[src/rtl/othello_turn_ctrl_if.sv]
`default_nettype none
// ============================================================================
// Module   : othello_turn_ctrl_if
// Brief    : Request/strobe bundle between the game caller, the turn
//            controller and the board store.
// Revision : 1.0 - initial release
// ============================================================================
interface othello_turn_ctrl_if;
  // Requests and board feedback (caller -> controller)
  logic       place;
  logic       pass;
  logic [2:0] x_in;
  logic [2:0] y_in;
  logic [7:0] dir;
  // Move coordinates, strobes and status (controller -> caller/board)
  logic [2:0] x;
  logic [2:0] y;
  logic [1:0] side;
  logic       detecten;
  logic       writeen;
  logic       busy;
  logic       invalid;
  logic       done;
  logic       gameover;
  logic [5:0] movecount;

  modport master (
    output place, pass, x_in, y_in, dir,
    input  x, y, side, detecten, writeen, busy, invalid, done, gameover, movecount
  );

  modport slave (
    input  place, pass, x_in, y_in, dir,
    output x, y, side, detecten, writeen, busy, invalid, done, gameover, movecount
  );
endinterface
`default_nettype wire

[src/rtl/othello_turn_ctrl.sv]
`default_nettype none
// ============================================================================
// Module   : othello_turn_ctrl
// Brief    : Othello turn sequencer. Latches a move, strobes the board store
//            to detect flippable directions, waits, checks, strobes the write,
//            then hands the turn over. Two back-to-back passes or MAX_MOVES
//            accepted placements end the game.
// Revision : 1.0 - initial release
// ============================================================================
module othello_turn_ctrl #(
  parameter int DET_WAIT  = 2,
  parameter int WR_WAIT   = 2,
  parameter int MAX_MOVES = 60
) (
  input  logic                clock,
  input  logic                resetn,
  othello_turn_ctrl_if.slave  bus
);

  typedef enum logic [2:0] {
    S_IDLE   = 3'd0,
    S_DETECT = 3'd1,
    S_DWAIT  = 3'd2,
    S_CHECK  = 3'd3,
    S_WRITE  = 3'd4,
    S_WWAIT  = 3'd5,
    S_SWAP   = 3'd6,
    S_OVER   = 3'd7
  } state_t;

  localparam logic [3:0] c_det_wait  = 4'(DET_WAIT);
  localparam logic [3:0] c_wr_wait   = 4'(WR_WAIT);
  localparam logic [6:0] c_max_moves = 7'(MAX_MOVES);

  state_t     state_q, state_d;
  logic [2:0] x_q, x_d, y_q, y_d;
  logic [1:0] side_q, side_d;
  logic [5:0] movecount_q, movecount_d;
  logic [1:0] passcnt_q, passcnt_d;
  logic [3:0] wait_q, wait_d;
  logic       dir_ok_q, dir_ok_d;
  logic       detecten_q, detecten_d;
  logic       writeen_q, writeen_d;
  logic       busy_q, busy_d;
  logic       invalid_q, invalid_d;
  logic       done_q, done_d;
  logic       gameover_q, gameover_d;
  logic [6:0] movecount_inc;

  // Next-state and next-output decode; outputs are registered from the next state
  always_comb begin
    state_d       = state_q;
    x_d           = x_q;
    y_d           = y_q;
    side_d        = side_q;
    movecount_d   = movecount_q;
    passcnt_d     = passcnt_q;
    wait_d        = wait_q;
    dir_ok_d      = dir_ok_q;
    invalid_d     = 1'b0;
    movecount_inc = {1'b0, movecount_q} + 7'd1;

    case (state_q)
      S_IDLE: begin
        // place has priority over pass when both are requested
        if (bus.place) begin
          x_d     = bus.x_in;
          y_d     = bus.y_in;
          state_d = S_DETECT;
        end else if (bus.pass) begin
          side_d    = {side_q[1], ~side_q[0]};
          passcnt_d = passcnt_q + 2'd1;
          if (passcnt_q == 2'd1) state_d = S_OVER;
        end
      end
      S_DETECT: begin
        wait_d  = c_det_wait;
        state_d = S_DWAIT;
      end
      S_DWAIT: begin
        // dir is sampled on the last wait cycle so invalid can be a registered pulse in CHECK
        if (wait_q <= 4'd1) begin
          dir_ok_d  = |bus.dir;
          invalid_d = ~|bus.dir;
          state_d   = S_CHECK;
        end else begin
          wait_d = wait_q - 4'd1;
        end
      end
      S_CHECK: begin
        state_d = dir_ok_q ? S_WRITE : S_IDLE;
      end
      S_WRITE: begin
        wait_d  = c_wr_wait;
        state_d = S_WWAIT;
      end
      S_WWAIT: begin
        if (wait_q <= 4'd1) state_d = S_SWAP;
        else                wait_d  = wait_q - 4'd1;
      end
      S_SWAP: begin
        side_d      = {side_q[1], ~side_q[0]};
        movecount_d = (movecount_q == 6'd63) ? 6'd63 : movecount_inc[5:0];
        passcnt_d   = 2'd0;
        state_d     = (movecount_inc == c_max_moves) ? S_OVER : S_IDLE;
      end
      S_OVER: begin
        state_d = S_OVER;
      end
      default: begin
        state_d = S_IDLE;
      end
    endcase

    detecten_d = (state_d == S_DETECT);
    writeen_d  = (state_d == S_WRITE);
    done_d     = (state_d == S_SWAP);
    gameover_d = (state_d == S_OVER);
    busy_d     = (state_d != S_IDLE) && (state_d != S_OVER);
  end

  // State and output registers with synchronous active-high reset
  always_ff @(posedge clock) begin
    if (resetn) begin
      state_q     <= S_IDLE;
      x_q         <= 3'd0;
      y_q         <= 3'd0;
      side_q      <= 2'd2;
      movecount_q <= 6'd0;
      passcnt_q   <= 2'd0;
      wait_q      <= 4'd0;
      dir_ok_q    <= 1'b0;
      detecten_q  <= 1'b0;
      writeen_q   <= 1'b0;
      busy_q      <= 1'b0;
      invalid_q   <= 1'b0;
      done_q      <= 1'b0;
      gameover_q  <= 1'b0;
    end else begin
      state_q     <= state_d;
      x_q         <= x_d;
      y_q         <= y_d;
      side_q      <= side_d;
      movecount_q <= movecount_d;
      passcnt_q   <= passcnt_d;
      wait_q      <= wait_d;
      dir_ok_q    <= dir_ok_d;
      detecten_q  <= detecten_d;
      writeen_q   <= writeen_d;
      busy_q      <= busy_d;
      invalid_q   <= invalid_d;
      done_q      <= done_d;
      gameover_q  <= gameover_d;
    end
  end

  assign bus.x         = x_q;
  assign bus.y         = y_q;
  assign bus.side      = side_q;
  assign bus.movecount = movecount_q;
  assign bus.detecten  = detecten_q;
  assign bus.writeen   = writeen_q;
  assign bus.busy      = busy_q;
  assign bus.invalid   = invalid_q;
  assign bus.done      = done_q;
  assign bus.gameover  = gameover_q;

endmodule
`default_nettype wire

[src/flat_wrapper.sv]
// flat-port wrapper written by rule: the top's interface ports become plain ports
module othello_turn_ctrl_flat 
#(
  parameter int DET_WAIT  = 2,
  parameter int WR_WAIT   = 2,
  parameter int MAX_MOVES = 60
)
  (clock, resetn, bus_place, bus_pass, bus_x_in, bus_y_in, bus_dir, bus_x, bus_y, bus_side, bus_detecten, bus_writeen, bus_busy, bus_invalid, bus_done, bus_gameover, bus_movecount);
  othello_turn_ctrl_if bus_i ();
  input  logic clock;
  input  logic resetn;
  input wire logic [$bits(bus_i.place)-1:0] bus_place;
  input wire logic [$bits(bus_i.pass)-1:0] bus_pass;
  input wire logic [$bits(bus_i.x_in)-1:0] bus_x_in;
  input wire logic [$bits(bus_i.y_in)-1:0] bus_y_in;
  input wire logic [$bits(bus_i.dir)-1:0] bus_dir;
  output wire logic [$bits(bus_i.x)-1:0] bus_x;
  output wire logic [$bits(bus_i.y)-1:0] bus_y;
  output wire logic [$bits(bus_i.side)-1:0] bus_side;
  output wire logic [$bits(bus_i.detecten)-1:0] bus_detecten;
  output wire logic [$bits(bus_i.writeen)-1:0] bus_writeen;
  output wire logic [$bits(bus_i.busy)-1:0] bus_busy;
  output wire logic [$bits(bus_i.invalid)-1:0] bus_invalid;
  output wire logic [$bits(bus_i.done)-1:0] bus_done;
  output wire logic [$bits(bus_i.gameover)-1:0] bus_gameover;
  output wire logic [$bits(bus_i.movecount)-1:0] bus_movecount;
  assign bus_i.place = bus_place;
  assign bus_i.pass = bus_pass;
  assign bus_i.x_in = bus_x_in;
  assign bus_i.y_in = bus_y_in;
  assign bus_i.dir = bus_dir;
  assign bus_x = bus_i.x;
  assign bus_y = bus_i.y;
  assign bus_side = bus_i.side;
  assign bus_detecten = bus_i.detecten;
  assign bus_writeen = bus_i.writeen;
  assign bus_busy = bus_i.busy;
  assign bus_invalid = bus_i.invalid;
  assign bus_done = bus_i.done;
  assign bus_gameover = bus_i.gameover;
  assign bus_movecount = bus_i.movecount;
  othello_turn_ctrl #(.DET_WAIT(DET_WAIT), .WR_WAIT(WR_WAIT), .MAX_MOVES(MAX_MOVES)) u_core (.clock(clock), .resetn(resetn), .bus(bus_i));
endmodule
[config.mk]
export PLATFORM = sky130hd
export DESIGN_NAME = othello_turn_ctrl_flat
export DESIGN_NICKNAME = d
export VERILOG_FILES = /design/src/rtl/othello_turn_ctrl_if.sv /design/src/rtl/othello_turn_ctrl.sv /design/src/flat_wrapper.sv
export SDC_FILE = /design/constraint.sdc
export NUM_CORES = 1
export LEC_CHECK = 0
export CAP_MARGIN = 10
export CORE_ASPECT_RATIO = 0.9
export CORE_UTILIZATION = 43
export CTS_CLUSTER_SIZE = 20
export DETAILED_ROUTE_END_ITERATION = 8
export PLACE_DENSITY = 0.74
export SYNTH_ARGS = -nofsm -noshare
export SYNTH_HDL_FRONTEND = slang
export SYNTH_SLANG_ARGS = --single-unit
[constraint.sdc]
create_clock -name clock -period 1.8 [get_ports clock]
set_input_delay 0.36 -clock clock [delete_from_list [all_inputs] [get_ports clock]]
set_output_delay 0.36 -clock clock [all_outputs]
set_load 0.03 [all_outputs]
Word-level counts from Yosys, hierarchy flattened
Index checks and enable logic that the tools add are counted.
{"block": "classes", "n_addsub": 3, "multipliers": 0, "n_div": 0, "magnitude_cmp": 1, "eq_ne": 18, "n_shift": 0, "mux": 17, "bitwise": 3, "reduce_logical": 14}
{"cell": "3-bit one-hot mux with 8 select lines", "count": 1}
{"cell": "3-bit == test, second input constant", "count": 7}
{"cell": "3-bit two-way mux", "count": 7}
{"cell": "4-bit one-hot mux with 2 select lines", "count": 1}
{"cell": "8-bit OR reduction", "count": 1}
{"cell": "6-bit by 1-bit adder with 7-bit output, second input constant", "count": 1}
{"cell": "7-bit by 6-bit == test with 1-bit output, second input constant", "count": 1}
{"cell": "3-bit by 1-bit == test with 1-bit output, second input constant", "count": 2}
{"cell": "3-bit by 2-bit == test with 1-bit output, second input constant", "count": 2}
{"cell": "6-bit == test, second input constant", "count": 1}
{"cell": "6-bit two-way mux", "count": 1}
{"cell": "2-bit != test, second input constant", "count": 3}
{"cell": "2-bit AND reduction", "count": 3}
{"cell": "4-bit by 1-bit <= comparator with 1-bit output, second input constant", "count": 1}
{"cell": "2-bit two-way mux", "count": 2}
{"cell": "4-bit two-way mux", "count": 1}
{"cell": "2-bit one-hot mux with 2 select lines", "count": 1}
{"cell": "2-bit nonzero test", "count": 2}
{"cell": "2-bit OR reduction", "count": 2}
{"cell": "4-bit by 1-bit subtractor with 4-bit output, second input constant", "count": 1}
{"cell": "3-bit logical NOT", "count": 1}
{"cell": "3-bit != test, second input constant", "count": 1}
{"cell": "1-bit NOT", "count": 3}
{"cell": "3-bit AND reduction", "count": 1}
{"cell": "other kinds (8)", "count": 9}
{"block": "totals", "reg_bits": 29, "latch_bits": 0, "mem_bits_rw": 0, "rom_bits": 0, "inputBits": 18, "mem_count": 0}

Depth between registers and ports, before layout
{"block": "logic_depth", "word_depth": 7, "ltp_mapped": 7}

Least setup slack after synthesis
No wires, ideal clock.
{"block": "synth_timing", "path_kind": "flip-flop to flip-flop", "from": "register u_core.movecount_q[0] (netlist: u_core.bus.movecount[0])", "to": "register u_core.busy_q (netlist: u_core.bus.busy)", "t_arrival_ns": 1.996, "required_time_ns": 1.678, "slack_ns": -0.318, "path_stages_with_launch": 7, "n_path_buf": 0, "period_less_slack_ns": 2.118, "cell_sequence": "dfxtp_1 > ha_1 > xor2_1 > nand4_1 > a211oi_4 > a211oi_1 > o311a_1"}
{"block": "synth_between", "elab_chain_len": 6}
{"item": "from (decl)", "line_no": "othello_turn_ctrl.sv:38", "text": "logic [5:0] movecount_q, movecount_d;"}
{"item": "from (signal assigned)", "line_no": "othello_turn_ctrl.sv:144", "text": "movecount_q <= movecount_d;"}
{"item": "6-bit by 1-bit adder with 7-bit output *", "line_no": "othello_turn_ctrl.sv:61", "text": "movecount_inc = {1'b0, movecount_q} + 7'd1;"}
{"item": "7-bit by 6-bit == test with 1-bit output *", "line_no": "othello_turn_ctrl.sv:105", "text": "state_d = (movecount_inc == c_max_moves) ? S_OVER : S_IDLE;"}
{"item": "3-bit two-way mux *", "line_no": "othello_turn_ctrl.sv:105"}
{"item": "3-bit one-hot mux with 8 select lines *", "line_no": "othello_turn_ctrl.sv:63", "text": "case (state_q)"}
{"item": "3-bit != test / 3-bit nonzero test (equally long branches)", "line_no": "othello_turn_ctrl.sv:119", "text": "busy_d = (state_d != S_IDLE) && (state_d != S_OVER);"}
{"item": "1-bit logical AND *", "line_no": "othello_turn_ctrl.sv:119"}
{"item": "to (signal assigned)", "line_no": "othello_turn_ctrl.sv:150", "text": "busy_q <= busy_d;"}
{"item": "to (decl)", "line_no": "othello_turn_ctrl.sv:44", "text": "logic busy_q, busy_d;"}
Every way passes the cells marked *; elsewhere a longest branch is shown, timed or not.
A chain may end at the register's enable or synchronous reset.

Worst setup path in the final report
{"block": "layout_timing", "from": "register u_core.movecount_q[4] (netlist: u_core.bus.movecount[4])", "to": "register u_core.busy_q (netlist: u_core.bus.busy)"}
The elaborated chain is that of the path after synthesis.

==> impl_metrics.ini <==
[synth]
synth_top_area_share_pct = 39.0
yosysMostFrequentCell = dfxtp_1
yosys_register_bits = 29
synth_flop_cell = dfxtp_1
avgSynthCellArea_sq_um = 8.52
syn-cell-area_sq_mm = 0.00149
synth_area_leaders = dfxtp_1, mux2i_1, nand2_1
yosys_warnings = 0
synth_nets = 198
synth_cell_type_count = 42
synth_edf_count = 0
synth_top_cell_by_area = dfxtp_1
netlist_instances = 175
netlist_top_cells_count = dfxtp_1, nand2_1, nor2_1, mux2i_1, inv_1
synthArstFlopShare_pct = 0
synth_seq_area_share_pct = 39.0

[power_and_ir_drop]
p_leak_nw = 0.991
finalPower_mw = 4.06
p_per_area_mw_per_mm2 = 1660
ir_worst_vdd_v = 0.00142

[timing]
fin_crit_ns = 1.78
finalCritPeriodShare_pct = 98.7
whs_ns = 0.460
final-setup-viol-count = 0
clock.fmax_mhz = 563
slew_violations = 0
skew_ns = 0.00817
rsz0062_at_grt = true
hold_violations = 0

[clocking]
clock_path_buffers = 2
clockRootBuffer = clkbuf_8
cts_tree = built
cts-buffers-inserted = 5
clk_pin_slew_ns = 0.06
cts.sinks = 29
h-tree-depth = 2
clkLatencyLatePin_ns = 0.28

[global_routing]
grt_first_pass_wirelength_mm = 6.83
grt_antenna_before_repair = 0
gr-total-overflow = 0
grt_pass1_vias = 1557
track_usage_pct = 24.5
grt_max_degree = 16

[floorplan]
core_area_sq_mm = 0.00319
die_w_um = 64.1
initial_core_util_pct = 46.8
die_h_um = 57.9
rows = 19
io_pins = 38
die_area_sq_mm = 0.00371

[detailed_routing]
dr.pass1.iters = 4
drtIter0Drc = 28
wl_per_cell_um = 15.2
wl_mm = 4.34
vias_per_cell = 5.40
ant_nets = 0
drc = 0
vias = 1540

[placement]
place_area_sq_mm = 0.00215
place_congestion = 0.919
hpwlAfterDp_mm = 3.07
port_buffers = 36

[critical_path]
worst_setup_path_end_kind = flip-flop
path_cells = nand3_4 -> or3_4 -> a211oi_4 -> buf_12 -> nor2_1 -> o311a_1
worstSetupPathType = flip-flop to flip-flop
cp_num_buf_inv = 1
critPathLaunchType = flip-flop
crit_arrival_ns = 1.95
crit_path_top_delay_cell = or3_4
cp_data_required_time_ns = 1.97
worst-path-max-fanout = 7
path_delay_family = compound AO/OA/AOI/OAI gates
cpPeakStageDelay_ns = 0.40

[layout]
final_area_sq_mm = 0.00245
drive_gt1_share_pct = 29.6
area_delta_synth_final_pct = 64.5
antenna_cells = 0
nNetsFinal = 265
final_util_pct = 76.9

[outcome]
status = finished clean

[flow_run]
drv_cap = 0

[hold_path]
hp-class = flip-flop to flip-flop
==> worst paths after layout <==
kind | from | end | slack [ns] | cells after the start
worst min register to register | u_core.bus.x[1] | u_core.bus.x[1] | 0.46 | 2
worst max register to register | u_core.bus.movecount[4] | u_core.bus.busy | 0.02 | 6
worst min-delay path | u_core.bus.x[1] | u_core.bus.x[1] | 0.46 | 2
worst max-delay path | u_core.bus.movecount[4] | u_core.bus.busy | 0.02 | 6
==> power breakdown <==
part / internal [mW] / switching (mW) / leakage [nW] / total (mW)
registers: 0.841 / 0.162 / 0.242 / 1.00
clock network: 0.354 / 0.245 / 0.0534 / 0.599
logic: 1.22 / 1.23 / 0.695 / 2.45
total: 2.42 / 1.64 / 0.991 / 4.06
==> metal layers <==
| layer | global-route usage [%] | up-vias | share of wire (%) |
|---|---|---|---|
| met1 | 27.5 | 744 | 42 |
| met3 | 5.12 | 14 | 4.1 |
| met2 | 43.6 | 34 | 51 |
| met5 | 0 | - | 0 |
| met4 | 13.3 | 0 | 2.6 |
| li1 | - | 748 | - |
==> metrics by stage <==
step | instances | setup TNS, ns | setup WS, ns
after global routing | 285 | -0.122 | -0.0473
after CTS | 284 | 0 | 0.000499
after detailed placement | 272 | -2.13 | -0.223
final | 285 | 0 | 0.0229
after global placement | 272 | -1.15 | -0.127
after floorplan | 175 | -0.0358 | -0.0358
==> worst min-delay path, cell delays in order (launching register included) <==
cell,delay (ns)
dfxtp_1,0.31
nand2_1,0.05
mux2i_1,0.05
==> registers in the layout, indices dropped and copies added (netlist names), 2 cells and up <==
register / cells
u_core.passcnt_q: 2
u_core.bus.movecount: 6
u_core.state_q: 3
u_core.bus.y: 3
u_core.bus.x: 3
u_core.wait_q: 4
==> layout by cell type (no fill, tap or decap), types with 2 or more instances in the layout <==
cell              n
a211oi_1          4
a21o_1            2
a21oi_1           4
a21oi_2           2
a311oi_1          2
and2_1            3
and3b_1           2
buf_12            3
buf_4            27
buf_6             2
clkbuf_8          5
clkdlybuf4s50_1  33
dfxtp_1          20
dfxtp_2           3
dfxtp_4           6
dlymetal6s2s_1    3
ha_1              2
ha_4              3
inv_1             7
mux2i_1          10
nand2_1          21
nand2b_1          2
nand3_1           2
nand3_4           2
nand4_1           3
nor2_1           21
nor3_1            5
nor4_1            2
nor4b_2           2
o21a_1            2
o21ai_0           2
o21ai_1           3
or3_1             2
==> layout make-up <==
cell class,instances,area [sq um]
multi-input combinational,129,1000
fill,223,734
timing repair buffer,68,653
sequential,29,607
clock buffer,7,97.6
tap,42,52.6
inverter,9,36.3
clock inverter,1,5.00
==> logic make-up after synthesis <==
group	share of synthesized area [%]
fa+ha+maj	4.20
flops	39.0
compound gates	18.3
buf+inv	4.70
simple gates	24.5
other cells	0.252
mux	6.72
xor+xnor	2.35
==> what timing repair did <==
action	4_1_cts	5_1_grt
hold buffers	0	0
gates resized for setup	12	25
pin swaps	4	6
gates cloned	0	0
buffers inserted	4	2
endpoints found under the setup margin	16	18
(Power assumes the default switching activity.)
